==> config.mk <==
export PLATFORM = sky130hd
export DESIGN_NAME = step_sequencer
export DESIGN_NICKNAME = d
export VERILOG_FILES = /design/src/rtl/cpu_ctrl_pkg.sv /design/src/rtl/step_sequencer_counter.sv /design/src/rtl/step_sequencer.sv
export SDC_FILE = /design/constraint.sdc
export NUM_CORES = 1
export LEC_CHECK = 0
export CORE_AREA = 2 2 39 41
export CTS_CLUSTER_DIAMETER = 200
export DETAILED_ROUTE_END_ITERATION = 7
export DIE_AREA = 0 0 41 43
export GPL_ROUTABILITY_DRIVEN = 0
export HOLD_SLACK_MARGIN = 0.1
export PLACE_DENSITY_LB_ADDON = 0.3
export SLEW_MARGIN = 30
export SYNTH_ARGS = -nofsm -noshare
export SYNTH_HDL_FRONTEND = slang
export SYNTH_SLANG_ARGS = --single-unit
==> constraint.sdc <==
create_clock -name clk -period 3 [get_ports clk]
set_input_delay 0.45 -clock clk [delete_from_list [all_inputs] [get_ports clk]]
set_output_delay 0.45 -clock clk [all_outputs]
set_load 0.01 [all_outputs]
==> src/rtl/cpu_ctrl_pkg.sv <==
// Shared CPU control definitions: sequencer state encoding and default step width.
package cpu_ctrl_pkg;

    localparam int unsigned STEP_WIDTH = 3;

    typedef enum logic [1:0] {
        ST_HALTED  = 2'd0,
        ST_RUNNING = 2'd1,
        ST_SSTEP   = 2'd2
    } seq_state_t;

endpackage : cpu_ctrl_pkg

==> src/rtl/step_sequencer_counter.sv <==
// Micro-step index register: clears to zero on clr, otherwise advances on inc.
module step_counter #(
    parameter int unsigned WIDTH = 3
) (
    input  logic             clk,
    input  logic             reset_n,
    input  logic             inc,
    input  logic             clr,
    output logic [WIDTH-1:0] step
);

    always_ff @(posedge clk or negedge reset_n) begin
        if (!reset_n) begin
            step <= '0;
        end else if (clr) begin
            step <= '0;
        end else if (inc) begin
            step <= step + 1'b1;
        end
    end

endmodule : step_counter

==> src/rtl/step_sequencer.sv <==
// T-state sequencer feeding the step decoder: run / halt-at-boundary / single-step
// control with per-instruction terminal step and early step clear.
module step_sequencer
    import cpu_ctrl_pkg::*;
#(
    parameter int unsigned WIDTH = STEP_WIDTH
) (
    input  logic             clk,
    input  logic             reset_n,
    input  logic             run,
    input  logic             halt,
    input  logic             single_step,
    input  logic             step_clr,
    input  logic [WIDTH-1:0] last_step,
    output logic [WIDTH-1:0] S,
    output logic             EN,
    output logic             instr_done,
    output logic             halted
);

    seq_state_t       state, state_nxt;
    logic             halt_pend, halt_pend_nxt;
    logic [WIDTH-1:0] step;
    logic             wrap;

    step_counter #(.WIDTH(WIDTH)) u_counter (
        .clk     (clk),
        .reset_n (reset_n),
        .inc     (EN & ~wrap),
        .clr     (wrap),
        .step    (step)
    );

    always_ff @(posedge clk or negedge reset_n) begin
        if (!reset_n) begin
            state     <= ST_HALTED;
            halt_pend <= 1'b0;
        end else begin
            state     <= state_nxt;
            halt_pend <= halt_pend_nxt;
        end
    end

    always_comb begin
        S          = step;
        EN         = (state != ST_HALTED);
        halted     = (state == ST_HALTED);
        wrap       = EN & (step_clr | (step >= last_step));
        instr_done = wrap;

        state_nxt     = state;
        halt_pend_nxt = halt_pend;
        unique case (state)
            ST_HALTED: begin
                if (halt)             state_nxt = ST_HALTED;
                else if (run)         state_nxt = ST_RUNNING;
                else if (single_step) state_nxt = ST_SSTEP;
            end
            ST_RUNNING: begin
                if (halt) halt_pend_nxt = 1'b1;
                // Stop only at an instruction boundary; the wrap already zeroes the step.
                if (wrap && (halt_pend || halt)) begin
                    state_nxt     = ST_HALTED;
                    halt_pend_nxt = 1'b0;
                end
            end
            ST_SSTEP:  state_nxt = ST_HALTED;
            default:   state_nxt = ST_HALTED;
        endcase
    end

endmodule : step_sequencer

==> results <==
-- report_power, final --
group	leakage (nW)	internal [mW]	switching, mW
clock network	0.0138	0.0449	0.0242
registers	0.0785	0.104	0.0208
logic	0.162	0.0973	0.0918
-- logic make-up (layout without fill, tap and decap cells) --
family | Yosys count | in the layout | synth area share (%)
AOI/OAI and AO/OA | 12 | 12 | 25.4
and+or+nand+nor | 11 | 11 | 18.3
DFF | 6 | 6 | 36.7
buffers and inverters | 6 | 22 | 7.34
adders and majority gates | 4 | 4 | 12.2
-- cells in the mapped netlist --
library cell | number | area share, %
ha_1 | 4 | 12
o21ai_2 | 1 | 2.1
and2_2 | 1 | 1.8
nor4b_4 | 1 | 5.8
inv_1 | 5 | 4.6
or2_1 | 1 | 1.5
a211o_1 | 1 | 2.1
o21ai_0 | 1 | 1.2
nor2_1 | 1 | 0.92
o211ai_1 | 1 | 1.8
a211oi_4 | 1 | 4.9
o21ai_1 | 1 | 1.2
a21oi_1 | 3 | 3.7
dfrtp_1 | 6 | 37
buf_6 | 1 | 2.8
nor2b_1 | 3 | 4.6
o311ai_2 | 1 | 4.0
nand2_1 | 4 | 3.7
o2111ai_1 | 2 | 4.3
-- state kept, by name, summed over array words and instances, names as in the netlist --
register        flops
state               2
halt_pend           1
u_counter.step      3
-- per-layer routing --
metal / share of wire, % / vias up / track usage, %
met2: 56 / 2 / 18.1
li1: - / 173 / -
met4: 1.7 / 0 / 12.0
met3: 1.7 / 2 / 1.57
met1: 41 / 163 / 12.3
met5: 0 / - / 0
-- final cells by class --
| cell class | count | area, um2 |
|---|---|---|
| clock buffers | 3 | 22.5 |
| fillers | 153 | 803 |
| inverters | 5 | 18.8 |
| multi-input cells | 27 | 229 |
| flip-flops and latches | 6 | 150 |
| well taps | 16 | 20.0 |
| repair buffers | 14 | 140 |
-- worst max path at each step --
stage                             from          to  slack (ns)
after floorplan           last_step[2]  instr_done        1.18
after CTS                 last_step[2]  instr_done        0.17
after global placement    last_step[2]  instr_done        0.20
after global routing      last_step[2]  instr_done        0.06
after detailed placement  last_step[2]  instr_done        0.17
final                     last_step[2]  instr_done        0.19
-- metrics by stage --
step	std cells	cell area [um2]	power [mW]
5_1_grt	71	581	0.417
3_5_place_dp	68	558	0.319
3_3_place_gp	68	558	0.316
4_1_cts	71	581	0.393
6_report	71	581	0.383
2_1_floorplan	39	409	0.244
==> flow_summary.json <==
{
  "finish.utilization_pct": 42.0,
  "critPathLaunchType": "input pin",
  "synth_area_um2": 409,
  "setup_tns_ns": 0,
  "clk-insertion-delay-late_ns": 0.23,
  "setup-violations-final": 0,
  "via_per_inst": 4.79,
  "path_buf_inv": 3,
  "slew_headroom_pct": 79.4,
  "diodes": 0,
  "grt_pass1_wl_mm": 1.34,
  "routed_wl_um": 810,
  "path_depth": 7,
  "arrival_ns": 2.36,
  "cp_top_family": "buffers and inverters",
  "worst_path_largest_cell_delay_ns": 0.47,
  "hpwl_um": 701,
  "postCtsSetupBuffers": 0,
  "cts.sinks": 6,
  "wire_per_inst_um": 11.4,
  "final_cell_mix": "clkdlybuf4s50_1 (14), dfrtp_1 (6), inv_1 (5)",
  "die_h_um": 43,
  "core_area_mm2": 0.00138,
  "root_buffer": "clkbuf_4",
  "ant_nets": 0,
  "ir_drop_mv": 0.219,
  "drt_iter0_drc": 3,
  "finClkSkew_ns": 0.00145,
  "area_growth_pct": 41.9,
  "fp.dieArea_mm2": 0.00176,
  "synth_seq_cells": 6,
  "min_period_over_period_pct": 93.8,
  "path_cells": "clkdlybuf4s50_1 > inv_1 > ha_1 > a211oi_4 > o21ai_2 > and2_2 > clkdlybuf4s50_1",
  "crit_path_frequent_cell": "clkdlybuf4s50_1",
  "min_period_ns": 2.81,
  "min_path_type": "in2async",
  "clk_pin_slew_ns": 0.04,
  "htreeDepth": 1,
  "nets": 70,
  "whs_ns": 0.437,
  "port_buffers": 14,
  "dieWidth_um": 41,
  "worst_r2r_path_depth": 4,
  "post_cts_resize_count": 0,
  "pre_cts_slack_ns": 0.174,
  "synth_nets": 52,
  "grt_pass1_vias": 362,
  "numCtsBuffers": 3,
  "r2r_start": "u_counter.step[2]",
  "final_common_cell": "clkdlybuf4s50_1",
  "crit_path_top_delay_cell": "clkdlybuf4s50_1",
  "fin_ws_ns": 0.186,
  "syn-instance-count": 39,
  "grt_setup_unrepaired": "false",
  "crit_required_ns": 2.55,
  "cts_tree": "built",
  "io_pins": 15,
  "grt_overflow": 0,
  "slew_violations": 0,
  "hold_buffers": 0,
  "tightest_slew_ns": 0.309,
  "antenna_found_initial": 0,
  "avgSynthCellArea_um2": 10.5,
  "maxCapViolations": 0,
  "fmax_ghz": 0.355,
  "regToRegEndpoint": "u_counter.step[2]",
  "powerDensity_mw_per_mm2": 661,
  "grt_max_degree": 9,
  "first_pass_iters": 2,
  "vias": 340,
  "max-clock-path-buffers": 2,
  "start_util_pct": 29.6,
  "ys_warn_count": 0,
  "drcViolationCount": 0,
  "synth_cell_type_count": 19,
  "status": "completed",
  "worstSetupEndpointType": "primary output",
  "groute.usage.overall_pct": 11.8,
  "drive_gt1_share_pct": 14.5,
  "regToRegSetupSlack_ns": 1.43,
  "ys_seq_area_share_pct": 36.7,
  "p_leak_nw": 0.254,
  "rows": 14,
  "hold_viol_final": 0,
  "critical_path_class": "in2out",
  "crit_fanout": 4
}
(Power assumes the default switching activity.)
==> variant 1, RTL diff (same flow settings) <==
Register the output `EN`, without a reset; this adds one clock of latency there. The other outputs are not delayed to match.
--- a/src/rtl/step_sequencer.sv
+++ b/src/rtl/step_sequencer.sv
@@ -18,6 +18,8 @@
     output logic             halted
 );
 
+    logic EN_d;
+
     seq_state_t       state, state_nxt;
     logic             halt_pend, halt_pend_nxt;
     logic [WIDTH-1:0] step;
@@ -26,7 +28,7 @@
     step_counter #(.WIDTH(WIDTH)) u_counter (
         .clk     (clk),
         .reset_n (reset_n),
-        .inc     (EN & ~wrap),
+        .inc     (EN_d & ~wrap),
         .clr     (wrap),
         .step    (step)
     );
@@ -43,9 +45,9 @@
 
     always_comb begin
         S          = step;
-        EN         = (state != ST_HALTED);
+        EN_d       = (state != ST_HALTED);
         halted     = (state == ST_HALTED);
-        wrap       = EN & (step_clr | (step >= last_step));
+        wrap       = EN_d & (step_clr | (step >= last_step));
         instr_done = wrap;
 
         state_nxt     = state;
@@ -69,5 +71,9 @@
         endcase
     end
 
+    always_ff @(posedge clk) begin
+        EN <= EN_d;
+    end
+
 endmodule : step_sequencer
 
Check against the original RTL: not equivalent (a bounded check fails within 4 cycles, from zero or initial values and one cycle with reset_n low).
==> variant 1 against the unedited design <==
- final cell count grew 2.8%
- power grew 11%
- first-iteration DRC count up 100%
- wire length increased by 4.0%
- sequential cell count grew 1
- clock power increased by 28%
- core utilization up 1.7 points
- die area unchanged
- synthesized area is 4.9% higher
- worst setup slack worse by 9.4 ps
- synthesized cell count increased by 2.6%
- final area up 4.1%
- largest power group unchanged
==> variant 1: results (changes against the unedited design) <==
qor: outcome.run_status completed
qor: place.io_buffers 14 [unchanged]
qor: clock_network.clkSlewWorstSetupHoldPaths 60 ps [+20 ps]
qor: yosys.yosys_register_bits 7 [+1]
qor: clock_network.cts-htree-levels 1 [unchanged]
qor: power_and_ir_drop.peakVddDrop 0.412 mV [+88%]
qor: finish.final_nets 71 [+1.4%]
qor: global_routing.vias_in_the_first_global_route 377 [+4.1%]
qor: global_routing.grt_antenna_before_repair 0 [unchanged]
qor: place.post_placement_worst_setup_slack 169 ps [-4.24 ps]
qor: yosys.synth.distinct_cells 20 [+1]
qor: sta.final_period_minus_worst_setup_slack 2820 ps [+9.39 ps]
qor: yosys.most_common_cell_in_the_synthesized_netlist sky130_fd_sc_hd__dfrtp_1
qor: yosys.synthesis.yosys.warnings 0 [unchanged]
qor: clock_network.clk_latency 260 ps [+30 ps]
qor: worst_setup_path.crit_arrival 2370 ps
qor: place.hpwl_after_detailed_placement 655 um [-6.6%]
qor: sta.timing_worst_slew_pin_value 329 ps [+20.4 ps]
qor: power_and_ir_drop.p_leak 0.263 nW [+3.8%]
qor: clock_network.num_cts_buffers 3 [unchanged]
qor: yosys.synth.yosys.seq_area_share 0.397 [+0.0295]
qor: finish.proportion_of_layout_cells_with_a_drive_suffix_above_1 0.140 [-0.00510]
qor: yosys.synth.top_cells.by_area sky130_fd_sc_hd__dfrtp_1 (35%), sky130_fd_sc_hd__ha_1 (12%), sky130_fd_sc_hd__nor4b_4 (5.5%)
qor: place.dpl-instance-area 578 um2 [+3.6%]
qor: yosys.postSynth.asyncResetShare 0.857 [-0.143]
qor: yosys.syn_nets 53 [+1.9%]
qor: detailed_routing.first_iter_violations 6 [+3]
qor: worst_setup_path.timing.rr.end u_counter.step[2]
qor: global_routing.grt_first_pass_wirelength 1540 um [+15%]
qor: finish.final.fill_count 143 [-6.5%]
qor: detailed_routing.drt_wl_total 842 um [+4.0%]
qor: detailed_routing.detailroute.via_count 358 [+5.3%]
qor: global_routing.grt.total_usage 0.137 [+0.0187]
qor: detailed_routing.dr.pass1.iters 4 [+2]
qor: worst_setup_path.ff2ff_setup_slack 1470 ps [+40 ps]
qor: sta.fin_worst_skew 6.38 ps [+4.93 ps]
qor: finish.reg.largest.list u_counter.step (3), state (2)
qor: global_routing.pin_count_of_the_biggest_net_entering_global_routing 9 [unchanged]
variant 1: cell count changes in the layout (fill, tap and decap cells not counted), sizes merged:
cell / change
clkbuf: +1
dfxtp: +1
variant 1: worst max-delay path by stage:
| stage | start | to | cells past startpoint |
|---|---|---|---|
| 2_1_floorplan | last_step[2] | instr_done | 5 |
| 3_3_place_gp | last_step[2] | instr_done | 7 |
| 3_5_place_dp | last_step[2] | instr_done | 7 |
| 4_1_cts | last_step[2] | instr_done | 7 |
| 5_1_grt | last_step[2] | instr_done | 7 |
| 6_report | last_step[2] | instr_done | 7 |
variant 1: layout make-up:
| class | instances | area [um2] | area share |
|---|---|---|---|
| Tap cell | 16 | 20.0 | 0.0331 |
| Timing Repair Buffer | 14 | 140 | 0.232 |
| Multi-Input combinational cell | 27 | 229 | 0.379 |
| Sequential cell | 7 | 170 | 0.282 |
| Clock buffer | 4 | 26.3 | 0.0435 |
| Inverter | 5 | 18.8 | 0.0311 |
variant 1: logic make-up after synthesis:
group,count (synthesis),synth area share
buffers and inverters,6,0.0700
flip-flops,7,0.396
AND/OR/NAND/NOR,11,0.175
AO/OA/AOI/OAI,12,0.242
adder cells (fa/ha/maj),4,0.117
variant 1: stage by stage:
step / instances / hold slack, ps
after floorplan: 40 / 154
after global placement: 69 / 440
after detailed placement: 69 / 441
after CTS: 73 / 433
after global routing: 73 / 444
final: 73 / 424
variant 1: power breakdown:
| group | internal, mW | leakage, nW | switching [mW] |
|---|---|---|---|
| sequential | 0.123 | 0.0869 | 0.0220 |
| combinational | 0.0975 | 0.162 | 0.0947 |
| clock | 0.0509 | 0.0150 | 0.0378 |
variant 1: metal layers:
layer,GRT usage,share of wire,vias up
li1,-,-,174
met1,0.155,0.43,170
met2,0.200,0.51,12
met3,0.0471,0.051,2
met4,0.100,0.014,0
met5,0,0,-
==> variant 2, RTL diff (same settings) <==
Made on the original files. The package constant `STEP_WIDTH` goes from 3 to 5.
--- a/src/rtl/cpu_ctrl_pkg.sv
+++ b/src/rtl/cpu_ctrl_pkg.sv
@@ -1,7 +1,7 @@
 // Shared CPU control definitions: sequencer state encoding and default step width.
 package cpu_ctrl_pkg;
 
-    localparam int unsigned STEP_WIDTH = 3;
+    localparam int unsigned STEP_WIDTH = 5;
 
     typedef enum logic [1:0] {
         ST_HALTED  = 2'd0,
Interface: changed (resized S and last_step); port bits go from 15 to 19. No check against the original RTL was run, so the function may have changed too.
==> variant 2 against the unedited design <==
- final area up 35%
- clock power rose by 16%
- power grew 53%
- synthesized area increased by 32%
- sequential cell count up 2
- via count rose by 46%
- worst setup slack lost 68 ps
- wire length rose by 36%
- hold slack better by 39 ps
==> variant 2: results (changes against the unedited design) <==
qor: outcome.run_status completed
qor: finish.final_nets 100 [+43%]
qor: worst_setup_path.cp_max_fo 2 [-2]
qor: yosys.syn_nets 75 [+44%]
qor: global_routing.grt.total_usage 0.151 [+0.0335]
qor: yosys.synth.top_cells.by_area sky130_fd_sc_hd__dfrtp_1 (37%), sky130_fd_sc_hd__ha_1 (14%), sky130_fd_sc_hd__o21ai_0 (5.5%)
qor: power_and_ir_drop.p_leak 0.347 nW [+37%]
qor: worst_setup_path.r2r.worst_path.cells 7 [+3]
qor: place.io_buffers 18 [+4]
qor: finish.proportion_of_layout_cells_with_a_drive_suffix_above_1 0.160 [+0.0150]
qor: power_and_ir_drop.pwr-share-seq 0.312 [-0.015]
qor: detailed_routing.first_iter_violations 9 [+6]
qor: detailed_routing.detailroute.via_count 496 [+46%]
qor: power_and_ir_drop.clock_power_share 0.137 [-0.043]
qor: finish.reg.largest.list u_counter.step (5), state (2), halt_pend (1)
qor: power_and_ir_drop.peakVddDrop 0.484 mV [+120%]
qor: finish.final.fill_count 133 [-13%]
qor: yosys.synth_top_cells_by_count sky130_fd_sc_hd__dfrtp_1 (8), sky130_fd_sc_hd__nand2_1 (8), sky130_fd_sc_hd__ha_1 (6), sky130_fd_sc_hd__inv_1 (6), sky130_fd_sc_hd__o21ai_0 (6)
qor: place.placed_cells_incl_taps 94 [+38%]
qor: worst_setup_path.critical_path.startpoint last_step[0]
qor: yosys.synth.distinct_cells 24 [+5]
qor: yosys.synth_area_per_cell 9.34 um2 [-11%]
qor: clock_network.clk_latency 250 ps [+20 ps]
qor: yosys.synth.yosys.seq_area_share 0.370 [+0.00254]
qor: sta.timing_worst_slew_pin_value 361 ps [+52.7 ps]
qor: place.dpl-instance-area 761 um2 [+36%]
qor: global_routing.vias_in_the_first_global_route 452 [+25%]
qor: power_and_ir_drop.p_sw_frac 0.375 [+0.0182]
qor: worst_setup_path.critical_path.reg2reg.startpoint u_counter.step[0]
qor: worst_setup_path.ff2ff_setup_slack 1060 ps [-370 ps]
qor: worst_setup_path.crit_arrival 2430 ps [+70 ps]
qor: sta.fin_worst_skew 4.76 ps [+3.31 ps]
qor: place.hpwl_after_detailed_placement 895 um [+28%]
qor: global_routing.pin_count_of_the_biggest_net_entering_global_routing 10 [+1]
==> variant 2: critical path, stage by stage <==
cell and delay (ps):
sky130_fd_sc_hd__clkdlybuf4s50_1 460, sky130_fd_sc_hd__ha_1 220, sky130_fd_sc_hd__nand2b_4 140, sky130_fd_sc_hd__a2111oi_4 380, sky130_fd_sc_hd__o21ai_2 120, sky130_fd_sc_hd__and2_2 200
sky130_fd_sc_hd__clkdlybuf4s50_1 470
==> variant 2: cells by family after synthesis <==
logic type,count (synthesis),share of synthesized area
simple gates,19,0.189
compound gates,17,0.247
buf+inv,8,0.0554
flops,8,0.370
fa+ha+maj,6,0.139
==> variant 2: per-stage QoR <==
stage,power [mW],hold WS (ps),setup slack [ps],util
4_1_cts,0.594,483,108,0.566
6_report,0.586,476,119,0.566
2_1_floorplan,0.363,154,872,-
3_5_place_dp,0.508,477,123,0.550
3_3_place_gp,0.502,463,133,0.550
5_1_grt,0.637,501,19.2,0.566
==> variant 2: metal layers <==
| layer | vias to the layer above | share of wire | GRT usage |
|---|---|---|---|
| met2 | 15 | 0.47 | 0.222 |
| li1 | 252 | - | - |
| met3 | 2 | 0.061 | 0.0314 |
| met4 | 0 | 0.0054 | 0.0600 |
| met5 | - | 0 | 0 |
| met1 | 227 | 0.46 | 0.210 |
==> variant 2: cell type report <==
type	count	area share
inverter	7	0.0335
multi-input combinational	42	0.398
timing repair buffer	21	0.259
tap	16	0.0256
sequential	8	0.256
clock buffer	3	0.0288
==> variant 2: how the worst min path moves through the flow <==
stage                   endpoint  slack, ps  cells past startpoint
3_5_place_dp            state[0]        480                      1
2_1_floorplan          halt_pend        150                      0
6_report       u_counter.step[0]        480                      1
3_3_place_gp            state[0]        460                      1
5_1_grt        u_counter.step[0]        500                      1
4_1_cts        u_counter.step[0]        480                      1
